$ cat src/rtl/cla_pipe_adder.sv
// cla_pipe_adder: two-stage pipelined carry-lookahead adder/subtractor with valid/ready flow control.
// Defining CLA_OVF_EN adds a registered signed-overflow flag; otherwise ovf is tied to 0.
`timescale 1ns/1ps
module cla_pipe_adder #(
    parameter int WIDTH = 32,
    parameter int GROUP = 4
) (
    input  logic             clk,
    input  logic             clr,
    input  logic             in_valid,
    output logic             in_ready,
    input  logic [WIDTH-1:0] a,
    input  logic [WIDTH-1:0] b,
    input  logic             sub,
    input  logic             cin,
    output logic             out_valid,
    input  logic             out_ready,
    output logic [WIDTH-1:0] sum,
    output logic             cout,
    output logic             zero,
    output logic             ovf
);
    localparam int NGRP = WIDTH / GROUP;

    // Stage 1: per-bit propagate/generate plus per-group lookahead terms.
    logic             s1_valid_q, s1_valid_d;
    logic [WIDTH-1:0] x_d, y_d;
    logic [WIDTH-1:0] p_q, p_d;
    logic [WIDTH-1:0] g_q, g_d;
    logic             c0_q, c0_d;
    logic [NGRP-1:0]  gg_q, gg_d;
    logic [NGRP-1:0]  gp_q, gp_d;

    // Stage 2: carry resolution and registered results.
    logic [NGRP:0]    cg;
    logic [WIDTH:0]   cb;
    logic             out_valid_q, out_valid_d;
    logic [WIDTH-1:0] sum_q, sum_d;
    logic             cout_q, cout_d;
    logic             zero_q, zero_d;

    logic             s2_ready;
    logic             s1_advance;
    logic             accept;

    // S2 frees up when it is empty or its result is being taken this cycle.
    assign s2_ready    = !out_valid_q || out_ready;
    assign s1_advance  = s1_valid_q && s2_ready;
    assign in_ready    = !(out_valid_q && !out_ready) || !s1_valid_q;
    assign accept      = in_valid && in_ready && !clr;

    assign s1_valid_d  = accept || (s1_valid_q && !s2_ready);
    assign out_valid_d = s1_valid_q || (out_valid_q && !out_ready);

    always_comb begin : s1_prep
        // NOTE: every combinational output gets a default before any loop or branch, so no latch can be inferred.
        x_d  = a;
        y_d  = sub ? ~b : b;
        c0_d = sub | cin;
        p_d  = x_d | y_d;
        g_d  = x_d & y_d;
        gg_d = '0;
        gp_d = '1;
        for (int j = 0; j < NGRP; j++) begin
            for (int m = 0; m < GROUP; m++) begin
                gg_d[j] = g_d[j*GROUP+m] | (p_d[j*GROUP+m] & gg_d[j]);
                gp_d[j] = gp_d[j] & p_d[j*GROUP+m];
            end
        end
    end

    // Group carries in flattened lookahead form: each cg[j] depends only on registered G/P and c0.
    always_comb begin : group_lookahead
        logic term;
        term = 1'b0;
        cg   = '0;
        for (int j = 0; j <= NGRP; j++) begin
            term = c0_q;
            for (int k = 0; k < j; k++) begin
                term = term & gp_q[k];
            end
            cg[j] = term;
            for (int i = 0; i < j; i++) begin
                term = gg_q[i];
                for (int k = i + 1; k < j; k++) begin
                    term = term & gp_q[k];
                end
                cg[j] = cg[j] | term;
            end
        end
    end

    // Bit carries inside each group, again flattened from the group carry-in.
    always_comb begin : bit_lookahead
        logic term;
        int   base;
        term = 1'b0;
        base = 0;
        cb   = '0;
        for (int j = 0; j < NGRP; j++) begin
            base = j * GROUP;
            for (int m = 0; m < GROUP; m++) begin
                term = cg[j];
                for (int k = 0; k < m; k++) begin
                    term = term & p_q[base+k];
                end
                cb[base+m] = term;
                for (int i = 0; i < m; i++) begin
                    term = g_q[base+i];
                    for (int k = i + 1; k < m; k++) begin
                        term = term & p_q[base+k];
                    end
                    cb[base+m] = cb[base+m] | term;
                end
            end
        end
        cb[WIDTH] = cg[NGRP];
    end

    // p & ~g is x ^ y, so the registered p/g pair carries the operands into S2.
    always_comb begin : s2_result
        sum_d  = (p_q & ~g_q) ^ cb[WIDTH-1:0];
        cout_d = cb[WIDTH];
        zero_d = (sum_d == '0);
    end

    always_ff @(posedge clk) begin : ctrl_regs
        // NOTE: state registers use non-blocking assignment so all of them update from pre-edge values.
        if (clr) begin
            s1_valid_q  <= 1'b0;
            out_valid_q <= 1'b0;
            sum_q       <= '0;
            cout_q      <= 1'b0;
            zero_q      <= 1'b0;
        end else begin
            s1_valid_q  <= s1_valid_d;
            out_valid_q <= out_valid_d;
            if (s1_advance) begin
                sum_q  <= sum_d;
                cout_q <= cout_d;
                zero_q <= zero_d;
            end
        end
    end

    always_ff @(posedge clk) begin : s1_data_regs
        // NOTE: stage-1 data has no reset; s1_valid_q qualifies it, so stale contents are never observed.
        if (accept) begin
            p_q  <= p_d;
            g_q  <= g_d;
            c0_q <= c0_d;
            gg_q <= gg_d;
            gp_q <= gp_d;
        end
    end

`ifdef CLA_OVF_EN
    logic ovf_q, ovf_d;

    assign ovf_d = cb[WIDTH-1] ^ cb[WIDTH];

    always_ff @(posedge clk) begin : ovf_reg
        if (clr) begin
            ovf_q <= 1'b0;
        end else if (s1_advance) begin
            ovf_q <= ovf_d;
        end
    end

    assign ovf = ovf_q;
`else
    assign ovf = 1'b0;
`endif

    assign out_valid = out_valid_q;
    assign sum       = sum_q;
    assign cout      = cout_q;
    assign zero      = zero_q;

endmodule
$ cat config.mk
export PLATFORM = sky130hd
export DESIGN_NAME = cla_pipe_adder
export DESIGN_NICKNAME = d
export VERILOG_FILES = /design/src/rtl/cla_pipe_adder.sv
export SDC_FILE = /design/constraint.sdc
export NUM_CORES = 1
export LEC_CHECK = 0
export CORE_MARGIN = 10
export CORE_UTILIZATION = 45
export DETAILED_ROUTE_END_ITERATION = 8
export GPL_TIMING_DRIVEN = 0
export PLACE_DENSITY = 0.68
export SETUP_SLACK_MARGIN = 0.4
export SYNTH_ARGS = -nofsm -noshare
export SYNTH_HDL_FRONTEND = slang
export SYNTH_SLANG_ARGS = --single-unit
$ cat constraint.sdc
create_clock -name clk -period 6.7 [get_ports clk]
set_clock_uncertainty 0.15 [all_clocks]
set_input_delay 1.34 -clock clk [delete_from_list [all_inputs] [get_ports clk]]
set_output_delay 1.34 -clock clk [all_outputs]
set_load 0.02 [all_outputs]
# After elaboration in Yosys (flattened, before gate mapping)

Index checks and enable logic that the tools add are counted.

Bits in writable memories: 0
Latch bits: 0
Word-level logic and storage cells: 274
Memories: 0
Output and inout port bits: 37
ROM bits: 0
Register bits after elaboration: 117

Magnitude comparators: 0
Bitwise gates (word level): 247
Reduce and logical (&&, ||, !) cells: 16
Shift-type cells: 0
Equal/unequal tests: 0
Div/mod/pow operators: 0
Add/subtract/negate cells: 0
Multiply operators: 0
Mux-type cells: 1

Operator list:

| operator          | number |
|---|---|
| $and 1x1->1       | 132 |
| $or 1x1->1        | 109 |
| $and 32x32->32    | 2 |
| $not 32->32       | 2 |
| $logic_not 32->1  | 1 |
| $mux 32           | 1 |
| $or 32x32->32     | 1 |
| $xor 32x32->32    | 1 |
| $logic_not 1->1   | 6 |
| $logic_and 1x1->1 | 5 |
| $logic_or 1x1->1  | 4 |

# Logic depth before layout (Yosys ltp)

Depth after elaboration: 22
Gate-level depth with buffers: 10
Mapped depth without buffers: 8

# Worst setup path before layout

No wires, ideal clock.

Path type: input to register
Start: in out_ready
End: reg c0_q (enable)
Data arrival time: 3.580 ns
Stages: 3
Path slack: 2.522 ns
Required time: 6.101 ns
Cells stage by stage: nor2b_1 nand2_1 and3b_1

Longest elaborated chain between the ends: 6

RTL lines:

| what                           | line | text |
|---|---|---|
| start: declaration             | 17   | `input logic out_ready,` |
| $logic_not 1->1                | 49   | `assign in_ready = !(out_valid_q && !out_ready) \|\| !s1_valid_q;` |
| $logic_and 1x1->1              | 49   |  |
| $logic_not 1->1                | 49   |  |
| $logic_or 1x1->1               | 49   |  |
| net in_ready                   | 11   | `output logic in_ready,` |
| $logic_and 1x1->1 (2 in a row) | 50   | `assign accept = in_valid && in_ready && !clr;` |
| net accept                     | 44   | `logic accept;` |
| end signal: assignment         | 151  | `c0_q <= c0_d;` |
| end: declaration               | 30   | `logic c0_q, c0_d;` |

The timed path passes the listed nets, and every way through them passes these cells.
A chain may end at the register's enable or synchronous reset.

# Worst setup path after layout

Start: in out_ready
End: out in_ready

Longest elaborated chain between the ends: 4

RTL lines:

| what              | line |
|---|---|
| $logic_not 1->1   | 49 |
| $logic_and 1x1->1 | 49 |
| $logic_not 1->1   | 49 |
| $logic_or 1x1->1  | 49 |
| end: declaration  | 11 |

Every way passes these cells.

==> results.tsv <==
stage	metric	value	unit
outcome	run_status	finished clean	
synthesis	post_synth_inst_count	603	
clock_network	clock_path_buffers	2	
sta	total_neg_setup_slack	0	ns
floorplanning	placementRows	42	
pwr	power_report.internal_total	1.49	mW
cells_and_area	antenna-diode-count	0	
synthesis	synthDominantAreaCellType	sky130_fd_sc_hd__edfxtp_1	
synthesis	avgSynthCellArea	10.1	µm²
cells_and_area	area_delta_synth_final	30.2	%
critical_path	setup.worst_path.end_class	primary output	
detailed_routing	via_count	4777	
global_routing	antenna_found_initial	0	
synthesis	yosys_warnings	0	
critical_path	critical_path.endpoint	in_ready	
pwr	sequentialPowerShare	42.9	%
cells_and_area	mostFrequentLayoutCell	sky130_fd_sc_hd__clkdlybuf4s50_1	
critical_path	setup.reg_to_reg.worst_slack	3.89	ns
detailed_routing	drt_wl_total	15200	µm
synthesis	dominantRegCellSynth	sky130_fd_sc_hd__edfxtp_1	
sta	setup_violations	0	
pwr	clock_power_share	41.9	%
place	hpwlAfterDp	11900	µm
critical_path	timing.reg2reg.worst_path_depth	9	
pwr	comb_power_share	15.2	%
clock_network	ctsHtreeMaxLevel	4	
cells_and_area	post_route_cells_drive_above_1_share	10.1	%
pwr	p_leak	2.98	nW
synthesis	post_synthesis_async_set_or_reset_flop_share	0	%
floorplanning	initial_cell_density_of_the_core	46.0	%
sta	max_slew.worst_pin.slew	0.552	ns
floorplanning	die_area	18600	µm²
cells_and_area	finish.utilization	59.8	%
detailed_routing	ant_nets_after_route	0	
sta	slew_violations	0	
clock_network	clock-sinks	117	
sta	max_slew_margin	63.2	%
sta	timing.final.crit_share	62.2	%
global_routing	first_pass_grt_wire_length	23900	µm
sta	post-route-min-period	4.17	ns
synthesis	postSynthRegisterBits	117	
sta	timing_hold_violations_final	0	
place	place.gp.congestion	0.896	
detailed_routing	routedWlPerCell	16.5	µm
clock_network	post-cts-setup-buffers	0	
critical_path	timing.setup.critical_path_class	in2out	
synthesis	netlist_area	6110	µm²
critical_path	setup.worst_path.start	out_ready	
pwr	switchingPower	0.502	mW
clock_network	post_cts.resized_instances	0	
job	max_cap_viol	0	
clock_network	clk_slew_on_worst_s_h_paths	0.05	ns
sta	fmaxAchievable	240	MHz
synthesis	ys_top_cells_by_area	sky130_fd_sc_hd__edfxtp_1, sky130_fd_sc_hd__dfxtp_1, sky130_fd_sc_hd__xor2_1, sky130_fd_sc_hd__and2_1, sky130_fd_sc_hd__nor2_1	
synthesis	synthDominantCellAreaShare	39.8	%
sta	unrepaired_setup_endpoints_after_global_routing	no	
worst_hold_path	worst_hold_path_type	reg2reg	
clock_network	cts_inserted_buffers	17	
pwr	netSwitchingFraction	25.3	%
clock_network	worstSkewPairLatency	0.42	ns
critical_path	critical_path_peak_fanout	5	
global_routing	grt_max_degree	62	
clock_network	cts_root_buf	sky130_fd_sc_hd__clkbuf_16	
critical_path	crit_arrival	2.68	ns
cells_and_area	most_used_cells_in_the_layout_excluding_fill_and_tap_cells	sky130_fd_sc_hd__clkdlybuf4s50_1, sky130_fd_sc_hd__edfxtp_1, sky130_fd_sc_hd__nor2_1	
detailed_routing	routed_via_density	5.22	
synthesis	synthDistinctLibCells	64	
place	port_buffers	104	
floorplanning	design.portCount	107	
pwr	power_per_cell_area	250	nW/µm²
clock_network	cts_hold_buf	0	
synthesis	synth_fp_nets	673	
synthesis	post_synth_edffs	81	
critical_path	r2r_start	gg_q[4]$_DFFE_PP_	
critical_path	crit_required	5.21	ns
global_routing	grt_remaining_overflow	0	
synthesis	synth_seq_area_share	51.6	%
floorplanning	die_h	137	µm
global_routing	first_global_vias	4758	
critical_path	startpoint_type	input pin	
detailed_routing	dr.first_iter.drc_count	329	
clock_network	tritoncts	yes	
critical_path	reg2reg_to	zero$_SDFFE_PP0P_	
cells_and_area	nets	797	
detailed_routing	route.detailed.drc	0	
detailed_routing	drt-pass1-iter-count	5	
floorplanning	dieWidth	137	µm
floorplanning	fp.coreArea	13300	µm²
global_routing	global_route.usage.total	16.5	%
pwr	ir_worst_vdd	221	µV
==> registers in the layout, summed over array words and instances (netlist names) <==
| name | flops |
|---|---|
| g_q | 32 |
| p_q | 32 |
| sum | 32 |
| gg_q | 8 |
| gp_q | 8 |
| c0_q | 1 |
| cout | 1 |
| out_valid | 1 |
| s1_valid_q | 1 |
| zero | 1 |
==> cells in the mapped netlist (all sizes together) (8+ instances only) <==
library cell	count
edfxtp	81
nor2	57
a21oi	43
nand2	42
and2	39
dfxtp	36
xor2	35
or2	26
nand2b	20
nor2b	20
inv	17
xnor2	17
nor3	16
o21ai	15
nand3	14
clkbuf	13
and3	10
buf	9
a211o	8
o211a	8
==> critical path, cell delays in order <==
cell and delay [ns]:
sky130_fd_sc_hd__clkdlybuf4s50_1 0.40, sky130_fd_sc_hd__nor2b_1 0.26, sky130_fd_sc_hd__nand2_1 0.11, sky130_fd_sc_hd__clkdlybuf4s50_1 0.56
==> final cells by class <==
type / instances / area (µm²)
flip-flops and latches: 117 / 3150
fillers: 1156 / 5340
repair buffers: 105 / 1070
inverters: 17 / 63.8
well taps: 176 / 220
plain buffers: 22 / 108
clock inverters: 13 / 108
multi-input cells: 447 / 2790
clock buffers: 19 / 443
==> metrics by stage <==
| step | std cells | hold WS [ns] | cell area (µm²) | setup slack [ns] | total power [mW] |
|---|---|---|---|---|---|
| after floorplan | 603 | 0.346 | 6110 | 2.52 | 1.04 |
| after global placement | 883 | 0.289 | 7370 | 1.15 | 1.16 |
| after detailed placement | 884 | 0.305 | 7400 | 2.53 | 1.17 |
| after CTS | 916 | 0.315 | 7950 | 2.53 | 2.00 |
| after global routing | 916 | 0.336 | 7950 | 2.43 | 2.07 |
| final | 916 | 0.314 | 7950 | 2.53 | 1.99 |
==> cells by family (layout without fill, tap and decap cells) <==
logic type	after synthesis	count (layout)	share of synthesized area (%)
flip-flops	117	117	51.6
AND/OR/NAND/NOR	266	266	23.3
multiplexers	7	7	1.17
other	1	1	0.0614
XOR/XNOR	52	52	7.45
buffers and inverters	39	176	2.81
AO/OA/AOI/OAI	121	121	13.6
==> per-layer routing <==
layer / track usage (%) / part of all wire, % / vias to the layer above
met5: 0 / 0 / -
met4: 6.69 / 1.8 / 0
met3: 5.98 / 6.8 / 21
met2: 25.4 / 46 / 138
met1: 20.6 / 45 / 2223
li1: - / - / 2395
==> worst min path at each step <==
stage                                     start                   end  slack, ns  depth (start not counted)
final                      sum[10]$_SDFFE_PP0P_  sum[10]$_SDFFE_PP0P_       0.31                          2
after global routing        sum[5]$_SDFFE_PP0P_   sum[5]$_SDFFE_PP0P_       0.34                          2
after CTS                   sum[1]$_SDFFE_PP0P_   sum[1]$_SDFFE_PP0P_       0.32                          2
after detailed placement    sum[1]$_SDFFE_PP0P_   sum[1]$_SDFFE_PP0P_       0.30                          2
after global placement      sum[1]$_SDFFE_PP0P_   sum[1]$_SDFFE_PP0P_       0.29                          2
after floorplan           s1_valid_q$_SDFF_PP0_  out_valid$_SDFF_PP0_       0.35                          2
==> power groups by stage <==
stage	clock network (mW)	logic [mW]	registers [mW]
CTS	0.844	0.305	0.853
global route	0.879	0.333	0.858
finish	0.833	0.303	0.853
floorplan	0	0.169	0.875
global placement	0	0.295	0.868
detailed placement	0	0.303	0.867
Power figures use the tool's default switching activity.
